==> src/rtl/mem_access_unit.sv <==
// Load/store front-end to a word-addressed data memory: byte/half/word accesses,
// read-modify-write sub-word stores. Optional alignment trap: define MAU_MISALIGN_TRAP_EN.
module mem_access_unit #(
  parameter int WADDR_W = 10
) (
  input  logic               clk,
  input  logic               rst_n,
  input  logic               req_valid,
  output logic               req_ready,
  input  logic               req_we,
  input  logic [1:0]         req_size,
  input  logic               req_signed,
  input  logic [31:0]        req_addr,
  input  logic [31:0]        req_wdata,
  output logic               resp_valid,
  output logic [31:0]        resp_rdata,
  output logic               resp_err,
  output logic [WADDR_W-1:0] mem_addr,
  output logic [31:0]        mem_wdata,
  output logic               mem_we,
  input  logic [31:0]        mem_rdata
);

  typedef enum logic [2:0] {
    IDLE,
    LOAD,
    WSTORE,
    RMW_RD,
    RMW_WR
  } state_t;

  localparam logic [1:0] SZ_BYTE = 2'b00;
  localparam logic [1:0] SZ_HALF = 2'b01;
  localparam logic [1:0] SZ_WORD = 2'b10;
  localparam logic [1:0] SZ_RSVD = 2'b11;

  state_t             state_q, state_d;
  logic               we_q, we_d;
  logic [1:0]         size_q, size_d;
  logic               sgn_q, sgn_d;
  logic [WADDR_W-1:0] addr_q, addr_d;
  logic [1:0]         off_q, off_d;
  logic [31:0]        wdata_q, wdata_d;
  logic [31:0]        merge_q, merge_d;
  logic               resp_valid_q, resp_valid_d;
  logic               resp_err_q, resp_err_d;
  logic [31:0]        resp_rdata_q, resp_rdata_d;

  logic               misaligned;
  logic [7:0]         load_byte;
  logic [15:0]        load_half;
  logic [31:0]        load_data;
  logic [3:0]         lane_en;
  logic [31:0]        merged;

`ifdef MAU_MISALIGN_TRAP_EN
  assign misaligned = ((req_size == SZ_HALF) && req_addr[0]) ||
                      ((req_size == SZ_WORD) && (req_addr[1:0] != 2'b00));
`else
  assign misaligned = 1'b0;
`endif

  // Address bits above the memory window are intentionally dropped (wrap-around).
  generate
    if (WADDR_W < 30) begin : g_addr_hi
      logic unused_addr_hi;
      assign unused_addr_hi = ^req_addr[31:WADDR_W+2];
    end
  endgenerate

  // Load alignment: a half only looks at offset bit 1, so it never straddles lanes.
  always_comb begin
    load_byte = mem_rdata[{off_q, 3'b000} +: 8];
    load_half = off_q[1] ? mem_rdata[31:16] : mem_rdata[15:0];
    case (size_q)
      SZ_BYTE: load_data = {{24{sgn_q & load_byte[7]}}, load_byte};
      SZ_HALF: load_data = {{16{sgn_q & load_half[15]}}, load_half};
      default: load_data = mem_rdata;
    endcase
  end

  // Store merge: selected lanes take store data, the rest keep the word read in RMW_RD.
  genvar gi;
  generate
    for (gi = 0; gi < 4; gi++) begin : g_lane
      localparam logic [1:0] LANE = 2'(gi);
      logic [7:0] src;
      assign src = (LANE[0] && (size_q == SZ_HALF)) ? wdata_q[15:8] : wdata_q[7:0];
      assign lane_en[gi] = (size_q == SZ_BYTE) ? (off_q == LANE) : (off_q[1] == LANE[1]);
      assign merged[8*gi +: 8] = lane_en[gi] ? src : merge_q[8*gi +: 8];
    end
  endgenerate

  always_comb begin
    state_d      = state_q;
    we_d         = we_q;
    size_d       = size_q;
    sgn_d        = sgn_q;
    addr_d       = addr_q;
    off_d        = off_q;
    wdata_d      = wdata_q;
    merge_d      = merge_q;
    resp_valid_d = 1'b0;
    resp_err_d   = 1'b0;
    resp_rdata_d = resp_rdata_q;
    case (state_q)
      IDLE: begin
        if (req_valid) begin
          we_d    = req_we;
          size_d  = req_size;
          sgn_d   = req_signed;
          addr_d  = req_addr[WADDR_W+1:2];
          off_d   = req_addr[1:0];
          wdata_d = req_wdata;
          if ((req_size == SZ_RSVD) || misaligned) begin
            resp_valid_d = 1'b1;
            resp_err_d   = 1'b1;
            resp_rdata_d = '0;
          end else if (!req_we) begin
            state_d = LOAD;
          end else if (req_size == SZ_WORD) begin
            state_d = WSTORE;
          end else begin
            state_d = RMW_RD;
          end
        end
      end
      LOAD, WSTORE, RMW_WR: begin
        state_d      = IDLE;
        resp_valid_d = 1'b1;
        resp_rdata_d = we_q ? 32'h0 : load_data;
      end
      RMW_RD: begin
        merge_d = mem_rdata;
        state_d = RMW_WR;
      end
      default: state_d = IDLE;
    endcase
  end

  always_ff @(posedge clk or negedge rst_n) begin
    if (!rst_n) begin
      state_q      <= IDLE;
      we_q         <= 1'b0;
      size_q       <= 2'b00;
      sgn_q        <= 1'b0;
      addr_q       <= '0;
      off_q        <= 2'b00;
      wdata_q      <= '0;
      merge_q      <= '0;
      resp_valid_q <= 1'b0;
      resp_err_q   <= 1'b0;
      resp_rdata_q <= '0;
    end else begin
      state_q      <= state_d;
      we_q         <= we_d;
      size_q       <= size_d;
      sgn_q        <= sgn_d;
      addr_q       <= addr_d;
      off_q        <= off_d;
      wdata_q      <= wdata_d;
      merge_q      <= merge_d;
      resp_valid_q <= resp_valid_d;
      resp_err_q   <= resp_err_d;
      resp_rdata_q <= resp_rdata_d;
    end
  end

  // Write enable comes straight from state so an async reset kills it immediately.
  assign mem_we    = (state_q == WSTORE) || (state_q == RMW_WR);
  assign mem_addr  = addr_q;
  assign req_ready = (state_q == IDLE);

  always_comb begin
    case (state_q)
      WSTORE:  mem_wdata = wdata_q;
      RMW_WR:  mem_wdata = merged;
      default: mem_wdata = 32'h0;
    endcase
  end

  assign resp_valid = resp_valid_q;
  assign resp_err   = resp_err_q;
  assign resp_rdata = resp_rdata_q;

endmodule

==> config.mk <==
export PLATFORM = sky130hd
export DESIGN_NAME = mem_access_unit
export DESIGN_NICKNAME = d
export VERILOG_FILES = /design/src/rtl/mem_access_unit.sv
export SDC_FILE = /design/constraint.sdc
export NUM_CORES = 1
export LEC_CHECK = 0
export ABC_AREA = 1
export CORE_UTILIZATION = 43
export DETAILED_ROUTE_END_ITERATION = 12
export PLACE_DENSITY = 0.86
export SYNTH_ARGS = -nofsm -noshare
export SYNTH_HDL_FRONTEND = slang
export SYNTH_SLANG_ARGS = --single-unit
export TNS_END_PERCENT = 5
==> constraint.sdc <==
create_clock -name clk -period 1.5 [get_ports clk]
set_input_delay 0.3 -clock clk [delete_from_list [all_inputs] [get_ports clk]]
set_output_delay 0.3 -clock clk [all_outputs]
set_load 0.03 [all_outputs]
==> flow_summary.json <==
{
  "status": "finished, violations left",
  "violations": "negative setup slack",
  "fin_skew_ns": 0.00614,
  "drive_above_1_share_pct": 24.8,
  "worstHoldPathType": "input pin to async pin",
  "rows": 42,
  "syn_inst": 762,
  "cts_buffer_depth": 2,
  "final_cell_mix": "nand2_1 (336), dfrtp_1 (112), clkdlybuf4s50_1 (81), buf_4 (71), o21ai_0 (49)",
  "crit_path_end_kind": "output port",
  "syn-num-nets": 865,
  "antenna_found_initial": 0,
  "worstMarginPinSlew_ns": 0.337,
  "cts_tree": "yes",
  "power_density_mw_per_mm2": 1440,
  "power_mw": 13.5,
  "placed_cell_area_mm2": 0.00849,
  "yosysWarningCount": 0,
  "nets": 1091,
  "drv_cap": 0,
  "ys_types": 29,
  "reg2reg_slack_ns": -0.19,
  "grt_max_degree": 49,
  "synth-seq-cells": 117,
  "grt_pass1_wl_mm": 31.4,
  "crit_end": "mem_wdata[24]",
  "cts_root_buf": "clkbuf_16",
  "syn-cell-area_mm2": 0.00585,
  "cp.arrival_ns": 1.89,
  "grt_overflow": 0,
  "num_vias": 6211,
  "core_area_mm2": 0.0132,
  "p_comb_share_pct": 33.5,
  "cts_made_buffers": 17,
  "final_max_slew_viol_count": 0,
  "ff2ff_path_depth": 12,
  "post-route-util_pct": 71.0,
  "crit_type": "flip-flop to output port",
  "grt_pass1_vias": 6000,
  "layout_commonest_cell": "nand2_1",
  "fin_crit_ns": 2.19,
  "die_w_um": 119,
  "holdWs_ns": 0.319,
  "drt_first_iter_violations": 656,
  "place_inst": 1140,
  "syn_avg_cell_area_um2": 7.68,
  "crit_start": "size_q[1]",
  "insertion_delay_ns": 0.42,
  "reg2reg_to": "resp_rdata[15]",
  "pwr-share-seq_pct": 33.5,
  "synthToLayoutAreaGrowth_pct": 60.8,
  "wirelength_mm": 20.3,
  "setup_ws_ns": -0.690,
  "crit_required_ns": 1.20,
  "swShare_pct": 34.9,
  "io_pins": 181,
  "fin_tns_setup_ns": -24.33,
  "htreeDepth": 4,
  "clock_sinks": 117,
  "viasPerCell": 5.28,
  "vdd_drop_max_mv": 0.988,
  "post-route-drc-count": 0,
  "wl_per_cell_um": 17.2,
  "initial_core_util_pct": 44.2,
  "cp_max_fo": 16,
  "finalSetupViolations": 60,
  "stdcell_area_mm2": 0.00941,
  "io_buffers": 160,
  "fin_crit_sh_pct": 146,
  "startpoint_type": "flip-flop",
  "rsz0062_at_grt": "true",
  "gr-usage-all-layers_pct": 29.7,
  "hold_viol": 0,
  "p_int_mw": 8.82,
  "dr.pass1.iters": 5,
  "ant_nets": 0,
  "worstReg2RegStart": "size_q[1]",
  "die_h_um": 119,
  "final_cells": 1177,
  "relSlewSlack_pct": 77.5,
  "hpwl_mm": 14.0,
  "seq_area_frac_synth_pct": 50.1,
  "clkTransAtPathRegs_ns": 0.06,
  "dieArea_mm2": 0.0141,
  "p_clk_share_pct": 33.0,
  "pre_cts_ws_ns": -0.421,
  "place_congestion": 0.925,
  "p_sw_mw": 4.72,
  "timing.fmax_ghz": 0.457,
  "antenna_cells": 0,
  "p_leak_nw": 4.71
}
-- cell usage after synthesis (all sizes together) --
library cell	instances	area (um2)
nor2	13	121
dfrtp	117	2930
a31oi	1	12.5
nand2	360	1370
nor3	9	50.1
buf	26	159
o211ai	23	173
a21oi	25	125
or2	8	50.1
nand3	14	82.6
nand4	1	6.26
clkbuf	13	48.8
o21a	8	60.1
inv	57	219
o21ai	79	395
o22ai	8	50.1
-- worst min path at each step --
stage | start | endpoint | slack [ns] | cells past startpoint
after floorplan | rst_n | mem_addr[0] | 0.004 | 0
after global placement | rst_n | resp_rdata[13] | 0.22 | 1
after detailed placement | rst_n | resp_rdata[22] | 0.22 | 1
after CTS | rst_n | resp_rdata[22] | 0.31 | 2
after global routing | rst_n | resp_rdata[22] | 0.34 | 2
final | rst_n | resp_rdata[22] | 0.32 | 2
-- cell type report --
class / instances / area [um2]
clock buffers: 24 / 512
clock inverters: 8 / 143
fillers: 954 / 3830
inverters: 57 / 226
multi-input cells: 549 / 2840
flip-flops and latches: 117 / 2930
well taps: 176 / 220
repair buffers: 246 / 2540
-- routing by layer --
| metal | global-route usage, % | up-vias | share of wire, % |
|---|---|---|---|
| met4 | 14.6 | 0 | 3.7 |
| li1 | - | 2887 | - |
| met1 | 37.0 | 2950 | 41 |
| met2 | 46.7 | 314 | 47 |
| met5 | 0 | - | 0 |
| met3 | 9.07 | 60 | 8.4 |
-- sequential cells by signal, indices dropped and copies added (netlist names) --
register	flops
merge_q	32
resp_valid	1
wdata_q	32
sgn_q	1
state_q	3
we_q	1
size_q	2
off_q	2
resp_err	1
mem_addr	10
resp_rdata	32
-- kinds of logic (layout without fill, tap and decap cells) --
kind of cell | after synthesis | in the layout | synth area share, %
simple gates | 405 | 405 | 28.7
buf+inv | 96 | 335 | 7.29
compound gates | 144 | 144 | 13.9
flops | 117 | 117 | 50.1
-- worst max-delay path, cell delays in order (launching register included) --
cell,delay [ns]
dfrtp_2,0.46
inv_4,0.09
nand2_4,0.06
nor2_4,0.18
nor2_4,0.07
buf_12,0.14
o211ai_1,0.25
nand2_2,0.09
buf_6,0.14
-- power by group through the flow --
stage / Clock [mW] / Combinational, mW / Sequential [mW]
after global placement: 0 / 4.32 / 4.50
final: 4.47 / 4.54 / 4.54
after floorplan: 0 / 1.89 / 4.97
after CTS: 4.50 / 4.38 / 4.50
after detailed placement: 0 / 4.38 / 4.51
after global routing: 4.64 / 4.87 / 4.62
-- repair_timing --
action	4_1_cts	5_1_grt
pin swaps	7	10
resized for setup	108	44
hold buffers	1	0
hold endpoints to repair	18	0
buffers inserted	1	3
setup endpoints to repair	103	130
Power figures use the tool's default switching activity.
